<file path="config.mk">
export PLATFORM = sky130hd
export DESIGN_NAME = commit_trace_unit
export DESIGN_NICKNAME = d
export VERILOG_FILES = /design/src/rtl/commit_trace_unit_pkg.sv /design/src/rtl/commit_trace_unit_trace_fifo.sv /design/src/rtl/commit_trace_unit.sv
export SDC_FILE = /design/constraint.sdc
export NUM_CORES = 2
export LEC_CHECK = 0
export CAP_MARGIN = 40
export CORE_MARGIN = 2
export CORE_UTILIZATION = 40
export CTS_BUF_LIST = sky130_fd_sc_hd__clkbuf_4 sky130_fd_sc_hd__clkbuf_8
export DETAILED_ROUTE_END_ITERATION = 6
export PLACE_DENSITY = 0.64
export SLEW_MARGIN = 0
export SYNTH_ARGS = -nofsm -noshare
export SYNTH_HDL_FRONTEND = slang
export SYNTH_HIERARCHICAL = 1
export SYNTH_SLANG_ARGS = --single-unit
</file>
<file path="constraint.sdc">
create_clock -name clk -period 8.03 [get_ports clk]
set_clock_uncertainty 0.1 [all_clocks]
set_input_delay 1.606 -clock clk [delete_from_list [all_inputs] [get_ports clk]]
set_output_delay 1.606 -clock clk [all_outputs]
set_load 0.02 [all_outputs]
</file>
<file path="src/rtl/commit_trace_unit_pkg.sv">
// rtl/commit_trace_unit_pkg.sv - shared state codes, fault causes and widths for the commit trace unit
package commit_trace_unit_pkg;

  localparam int PC_WIDTH = 32;
  localparam int DROP_W   = 16;

  typedef enum logic [1:0] {
    TRC_IDLE  = 2'b00,
    TRC_RUN   = 2'b01,
    TRC_HALT  = 2'b10,
    TRC_FAULT = 2'b11
  } trc_state_e;

  typedef enum logic [1:0] {
    FC_NONE        = 2'b00,
    FC_PC_MISMATCH = 2'b01,
    FC_TIMEOUT     = 2'b10,
    FC_AFTER_HALT  = 2'b11
  } fault_cause_e;

  // Record layout, MSB first: {seq, pc, npc, err}
  function automatic int rec_width(input int seq_w, input int pc_w);
    return seq_w + 2 * pc_w + 1;
  endfunction

endpackage

</file>
<file path="src/rtl/commit_trace_unit_trace_fifo.sv">
// rtl/commit_trace_unit_trace_fifo.sv - registered show-ahead record FIFO with valid/ready drain
module trace_fifo #(
  parameter int DEPTH = 16,
  parameter int WIDTH = 8
) (
  input  logic             clk,
  input  logic             rst,
  input  logic             i_push,
  input  logic [WIDTH-1:0] i_data,
  output logic             o_full,
  output logic             o_valid,
  input  logic             i_ready,
  output logic [WIDTH-1:0] o_data
);

  localparam int AW = $clog2(DEPTH);
  localparam int PW = AW + 1;

  logic [PW-1:0]    r_wr_ptr;
  logic [PW-1:0]    r_rd_ptr;
  logic [WIDTH-1:0] r_mem [DEPTH];

  logic w_empty;
  logic w_pop;
  logic w_write;

  // Same index with differing wrap bits means the writer has lapped the reader.
  assign w_empty = (r_wr_ptr == r_rd_ptr);
  assign o_full  = (r_wr_ptr[AW] != r_rd_ptr[AW]) && (r_wr_ptr[AW-1:0] == r_rd_ptr[AW-1:0]);
  assign o_valid = !w_empty;
  assign w_pop   = o_valid && i_ready;
  assign w_write = i_push && (!o_full || w_pop);
  assign o_data  = r_mem[r_rd_ptr[AW-1:0]];

  always_ff @(posedge clk) begin
    if (rst) begin
      r_wr_ptr <= '0;
      r_rd_ptr <= '0;
      for (int i = 0; i < DEPTH; i++) begin
        r_mem[i] <= '0;
      end
    end else begin
      if (w_write) begin
        r_mem[r_wr_ptr[AW-1:0]] <= i_data;
        r_wr_ptr                <= r_wr_ptr + PW'(1);
      end
      if (w_pop) begin
        r_rd_ptr <= r_rd_ptr + PW'(1);
      end
    end
  end

endmodule

</file>
<file path="src/rtl/commit_trace_unit.sv">
// rtl/commit_trace_unit.sv - retirement stream checker: PC continuity, halt/stall detection, numbered trace
module commit_trace_unit
  import commit_trace_unit_pkg::*;
#(
  parameter int PC_W    = PC_WIDTH,
  parameter int DEPTH   = 16,
  parameter int SEQ_W   = 32,
  parameter int TIMEOUT = 1024
) (
  input  logic              clk,
  input  logic              rst,
  input  logic              commit,
  input  logic [PC_W-1:0]   commit_pc,
  input  logic [PC_W-1:0]   commit_pre_pc,
  output logic              trace_valid,
  input  logic              trace_ready,
  output logic [SEQ_W-1:0]  trace_seq,
  output logic [PC_W-1:0]   trace_pc,
  output logic [PC_W-1:0]   trace_npc,
  output logic              trace_err,
  output logic [1:0]        state_o,
  output logic [1:0]        fault_cause,
  output logic [PC_W-1:0]   fault_pc,
  output logic              overflow,
  output logic [DROP_W-1:0] drop_cnt,
  output logic [SEQ_W-1:0]  retired
);

  localparam int REC_W = rec_width(SEQ_W, PC_W);
  localparam int WD_W  = $clog2(TIMEOUT + 1);

  trc_state_e        r_state;
  trc_state_e        w_next_state;
  fault_cause_e      w_fault_event;
  fault_cause_e      r_fault_cause;
  logic [PC_W-1:0]   r_fault_pc;
  logic [PC_W-1:0]   r_expected;
  logic [PC_W-1:0]   r_halt_pc;
  logic [SEQ_W-1:0]  r_retired;
  logic [WD_W-1:0]   r_wdog;
  logic              r_overflow;
  logic [DROP_W-1:0] r_drop_cnt;

  logic              w_halt_hit;
  logic              w_accept;
  logic              w_err;
  logic              w_self_loop;
  logic              w_timeout;
  logic              w_full;
  logic              w_pop;
  logic              w_push;
  logic              w_drop;
  logic [REC_W-1:0]  w_rec_in;
  logic [REC_W-1:0]  w_rec_out;

  // A halted core keeps re-retiring its self-loop; those repeats carry no information.
  assign w_halt_hit  = (r_state == TRC_HALT) && (commit_pc == r_halt_pc);
  assign w_accept    = commit && !w_halt_hit;
  assign w_err       = commit && ((r_state == TRC_RUN) || (r_state == TRC_FAULT))
                       && (commit_pc != r_expected);
  assign w_self_loop = (commit_pc == commit_pre_pc);
  assign w_timeout   = (r_state == TRC_RUN) && !commit && (r_wdog == WD_W'(TIMEOUT - 1));

  assign w_pop    = trace_valid && trace_ready;
  assign w_push   = w_accept && (!w_full || w_pop);
  assign w_drop   = w_accept && w_full && !w_pop;
  assign w_rec_in = {r_retired, commit_pc, commit_pre_pc, w_err};

  trace_fifo #(
    .DEPTH (DEPTH),
    .WIDTH (REC_W)
  ) u_fifo (
    .clk     (clk),
    .rst     (rst),
    .i_push  (w_push),
    .i_data  (w_rec_in),
    .o_full  (w_full),
    .o_valid (trace_valid),
    .i_ready (trace_ready),
    .o_data  (w_rec_out)
  );

  always_ff @(posedge clk) begin
    if (rst) r_state <= TRC_IDLE;
    else     r_state <= w_next_state;
  end

  // Continuity error outranks self-loop detection on the same commit.
  always_comb begin
    w_next_state  = r_state;
    w_fault_event = FC_NONE;
    case (r_state)
      TRC_IDLE: begin
        if (commit) w_next_state = w_self_loop ? TRC_HALT : TRC_RUN;
      end
      TRC_RUN: begin
        if (w_timeout) begin
          w_next_state  = TRC_FAULT;
          w_fault_event = FC_TIMEOUT;
        end else if (commit && w_err) begin
          w_next_state  = TRC_FAULT;
          w_fault_event = FC_PC_MISMATCH;
        end else if (commit && w_self_loop) begin
          w_next_state = TRC_HALT;
        end
      end
      TRC_HALT: begin
        if (commit && !w_halt_hit) begin
          w_next_state  = TRC_FAULT;
          w_fault_event = FC_AFTER_HALT;
        end
      end
      default: ;
    endcase
  end

  always_comb begin
    state_o     = r_state;
    fault_cause = r_fault_cause;
    fault_pc    = r_fault_pc;
    overflow    = r_overflow;
    drop_cnt    = r_drop_cnt;
    retired     = r_retired;
    trace_seq   = w_rec_out[REC_W-1 -: SEQ_W];
    trace_pc    = w_rec_out[2*PC_W : PC_W+1];
    trace_npc   = w_rec_out[PC_W:1];
    trace_err   = w_rec_out[0];
  end

  always_ff @(posedge clk) begin
    if (rst) begin
      r_fault_cause <= FC_NONE;
      r_fault_pc    <= '0;
      r_expected    <= '0;
      r_halt_pc     <= '0;
      r_retired     <= '0;
      r_wdog        <= '0;
      r_overflow    <= 1'b0;
      r_drop_cnt    <= '0;
    end else begin
      if (w_accept) begin
        r_retired  <= r_retired + SEQ_W'(1);
        r_expected <= commit_pre_pc;
      end
      if ((r_state != TRC_RUN) || commit) r_wdog <= '0;
      else                                r_wdog <= r_wdog + WD_W'(1);
      if ((w_next_state == TRC_HALT) && (r_state != TRC_HALT)) r_halt_pc <= commit_pc;
      // Only the first fault is latched; later ones are visible solely via record err bits.
      if ((w_fault_event != FC_NONE) && (r_fault_cause == FC_NONE)) begin
        r_fault_cause <= w_fault_event;
        r_fault_pc    <= (w_fault_event == FC_TIMEOUT) ? '0 : commit_pc;
      end
      if (w_drop) begin
        r_overflow <= 1'b1;
        if (r_drop_cnt != '1) r_drop_cnt <= r_drop_cnt + DROP_W'(1);
      end
    end
  end

endmodule

</file>
==> metrics.txt <==
GRT met1 Usage 31.90%; Setup Viol. Count Final 0; clock power share 36.4%; Final ANT Viol Nets 0; RePlAce Congestion 0.8493; WP data arrival approximately 4300 ps; worst min path class register to register; CP cell instances buf_4 > mux4_2 > mux4_2 > clkdlybuf4s50_1; Hold Fails Final Rpt 0; RSZ-0062 raised after global routing false; Post-Syn Area 75,610 um^2; status complete, but fails checks; WS Path Type register to output pin; Initial Util 40.26%; Finished Cell Area 86,570 um^2; drt drc 28; CTS hold repair buffers 0; Critical Path End Type output pin; Mean Syn Cell Area 14.39 um^2; Seq pwr share 47.7%; Die Ht 438.8 um; Final HPWL DP 139.2 mm; Starting DRT DRC Count 5,547; switching part of the total 26.30%; I/O Pins 251; Yosys reg bits between 1,500 and 2,000; Num CTS Buffers 309; GRT Max-Usage Layer met2; clock root buffer clkbuf_8; EDFF count, synth 1,552; GRT met2 Usage between 30 and 40%; Setup TNS Final 0 ps; gr ovfl total 0; worst-margin pin slew roughly 950 ps; Clock Latency Late Sink 1010 ps; slowest stage cell, crit path dfxtp_4; CP dominant cell by count mux4_2; Syn Nets between 5,000 and 6,000; gr usage total about a quarter; CTS sink count 1,726; ys flop type edfxtp_1; WL final 232.4 mm; vias 46,820; Max VDD drop 177.0 uV; max-slew violations 0; Worst setup SP type register; Placed Cells roughly 7,800; Max-slew headroom 36.72%; Internal 16,050 uW; slowest stage delay, CP 780 ps; failing checks DRC; Combinational Power Share about 16%; layout cells sized above 1 between 10% and 20%; NetSw 5728 uW; DRT Pass-1 Iters 7; deepest clock path buffer count 4; die area around 190,000 um^2; number of setup buffers added after CTS 0; Unique masters post-synth 59; CTS tree yes; vias per cell 5.655; dpl cell area 80,780 um^2; Rows around 160; Tcrit/Tclk final between 70% and 80%; sequential-to-total area share from yosys stat between 60% and 70%; Final Non-Filler Cells 8,279; Synth warnings 6; H-tree levels 5; leakage 0.02797 uW; Fmax 167.9 MHz; Critical Path RT 6320 ps; largest net degree at the start of global routing 173; Layout Nets ~5,700; CP max FO 31; vias in the first global route between 40,000 and 50,000; core area 187,800 um^2; Async SR Flop Fraction 0%; Period minus WS final 5955 ps; wire per inst 28.07 um; Area growth syn-to-layout 14.50%; M3 GR Usage 4.184%; global-route wire length before repair roughly 330 mm; cell area power density about 250 nW/um^2; # resized after CTS 0; Max Cap Violations 0; # port buffers 250; initial antenna violation count 11; Syn Inst Count ~5,300; width of the die 438.8 um; Reg clk slew, reported paths ~60 ps
per-stage QoR:
| step | utilization [%] | power [uW] | hold slack [ps] | setup WS, ps |
|---|---|---|---|---|
| after floorplan | - | 12680 | 317.9 | 1806 |
| after detailed placement | 43.01 | 14080 | 346.8 | 1765 |
| after global placement | 42.74 | 14000 | 333.3 | 1280 |
| final | 46.10 | 21780 | 359.9 | 2075 |
| after global routing | 46.09 | 22480 | 382.7 | 1836 |
| after CTS | 46.09 | 21940 | 355.3 | 1852 |
placed cells by master, fill, tap and decap left out, drive strengths merged, types with 7 or more instances in the layout:
cell type | netlist | layout
a21o | 15 | 15
a21oi | 20 | 20
and3 | 9 | 9
and4 | 8 | 8
buf | 236 | 124
clkbuf | 134 | 427
clkdlybuf4s50 | 0 | 249
clkinv | 1 | 87
dfxtp | 174 | 174
edfxtp | 1552 | 1552
ha | 12 | 12
inv | 18 | 18
mux2i | 68 | 68
mux4 | 485 | 485
nand2 | 416 | 416
nand2b | 38 | 38
nand3 | 54 | 54
nand4 | 23 | 23
nor2 | 1658 | 1658
nor2b | 7 | 7
nor3 | 12 | 12
nor4 | 19 | 19
o21ai | 43 | 43
or2b | 60 | 60
or3 | 13 | 13
xnor2 | 58 | 58
xor2 | 94 | 94
cells in the mapped netlist, drive strengths merged (13+ instances only):
cell type / count / share of area [%]
xor2: 94 / 1.1
nand3: 54 / 0.36
nand2b: 38 / 0.31
clkbuf: 134 / 0.67
nand2: 416 / 2.1
buf: 236 / 2.4
mux4: 485 / 14
nor4: 19 / 0.19
edfxtp: 1552 / 62
mux2i: 68 / 0.90
a21oi: 20 / 0.15
nor2: 1658 / 8.2
or2b: 60 / 0.60
xnor2: 58 / 0.68
or3: 13 / 0.12
dfxtp: 174 / 4.6
o21ai: 43 / 0.28
nand4: 23 / 0.20
inv: 18 / 0.089
a21o: 15 / 0.15
power by group through the flow:
| stage | Combinational, uW | Clock, uW | Sequential [uW] |
|---|---|---|---|
| after global routing | 3640 | 8430 | 10400 |
| final | 3470 | 7920 | 10400 |
| after floorplan | 2180 | 0 | 10500 |
| after CTS | 3510 | 8040 | 10400 |
| after global placement | 3430 | 0 | 10600 |
| after detailed placement | 3510 | 0 | 10600 |
area by class of cell:
type / count / area (um^2)
Antenna cell: 4 / 10.01
Clock buffer: 427 / 5258
Clock inverter: 94 / 523.0
Fill cell: 16550 / 101200
Inverter: 19 / 71.32
Multi-Input combinational cell: 3141 / 23340
Sequential cell: 1726 / 50100
Tap cell: 2495 / 3122
Timing Repair Buffer: 373 / 4140
flip-flops by register name, summed over array words and instances (netlist names), named ones only:
name             flops
u_fifo/r_mem      1552
fault_cause          2
u_fifo/r_rd_ptr      5
fault_pc            32
r_wdog              11
u_fifo/r_wr_ptr      5
state_o              2
retired             32
drop_cnt            16
r_halt_pc           32
r_expected          32
overflow             1
cell families (layout without fill, tap and decap cells):
| family | Yosys count | after routing | synth area share, % |
|---|---|---|---|
| AOI/OAI and AO/OA | 90 | 90 | 0.7265 |
| xor gates and xnor gates | 152 | 152 | 1.771 |
| adders and majority gates | 12 | 12 | 0.1986 |
| buffers and inverters | 389 | 913 | 3.154 |
| DFF | 1726 | 1726 | 66.25 |
| muxes | 555 | 555 | 15.38 |
| other | 0 | 4 | 0 |
| and+or+nand+nor | 2332 | 2332 | 12.53 |
worst paths after layout:
path	startpoint	endpoint	slack, ps	cells after the start
max	register	trace_seq[28]	2080	4
min	r_wdog[0]$_SDFF_PP0_	r_wdog[0]$_SDFF_PP0_	360	1
max reg2reg	r_halt_pc[20]$_SDFFE_PP0P_	u_fifo/r_mem[10][46]$_SDFFCE_PN0P_	3390	10
min reg2reg	r_wdog[0]$_SDFF_PP0_	r_wdog[0]$_SDFF_PP0_	360	1
critical path: cells and delay by family, from the launching register on:
family	cells	cell delay, ps
mux	2	1170
buf+inv	2	1250
flops	1	780
layer usage:
layer,share of wire [%],up-vias,wire length [um]
met5,0.016,-,37
met4,4.2,6,9804
met3,8.6,462,20000
met2,48,2551,112200
met1,39,24040,90310
li1,-,19760,-
No activity file was read; power rests on OpenSTA's default activity.
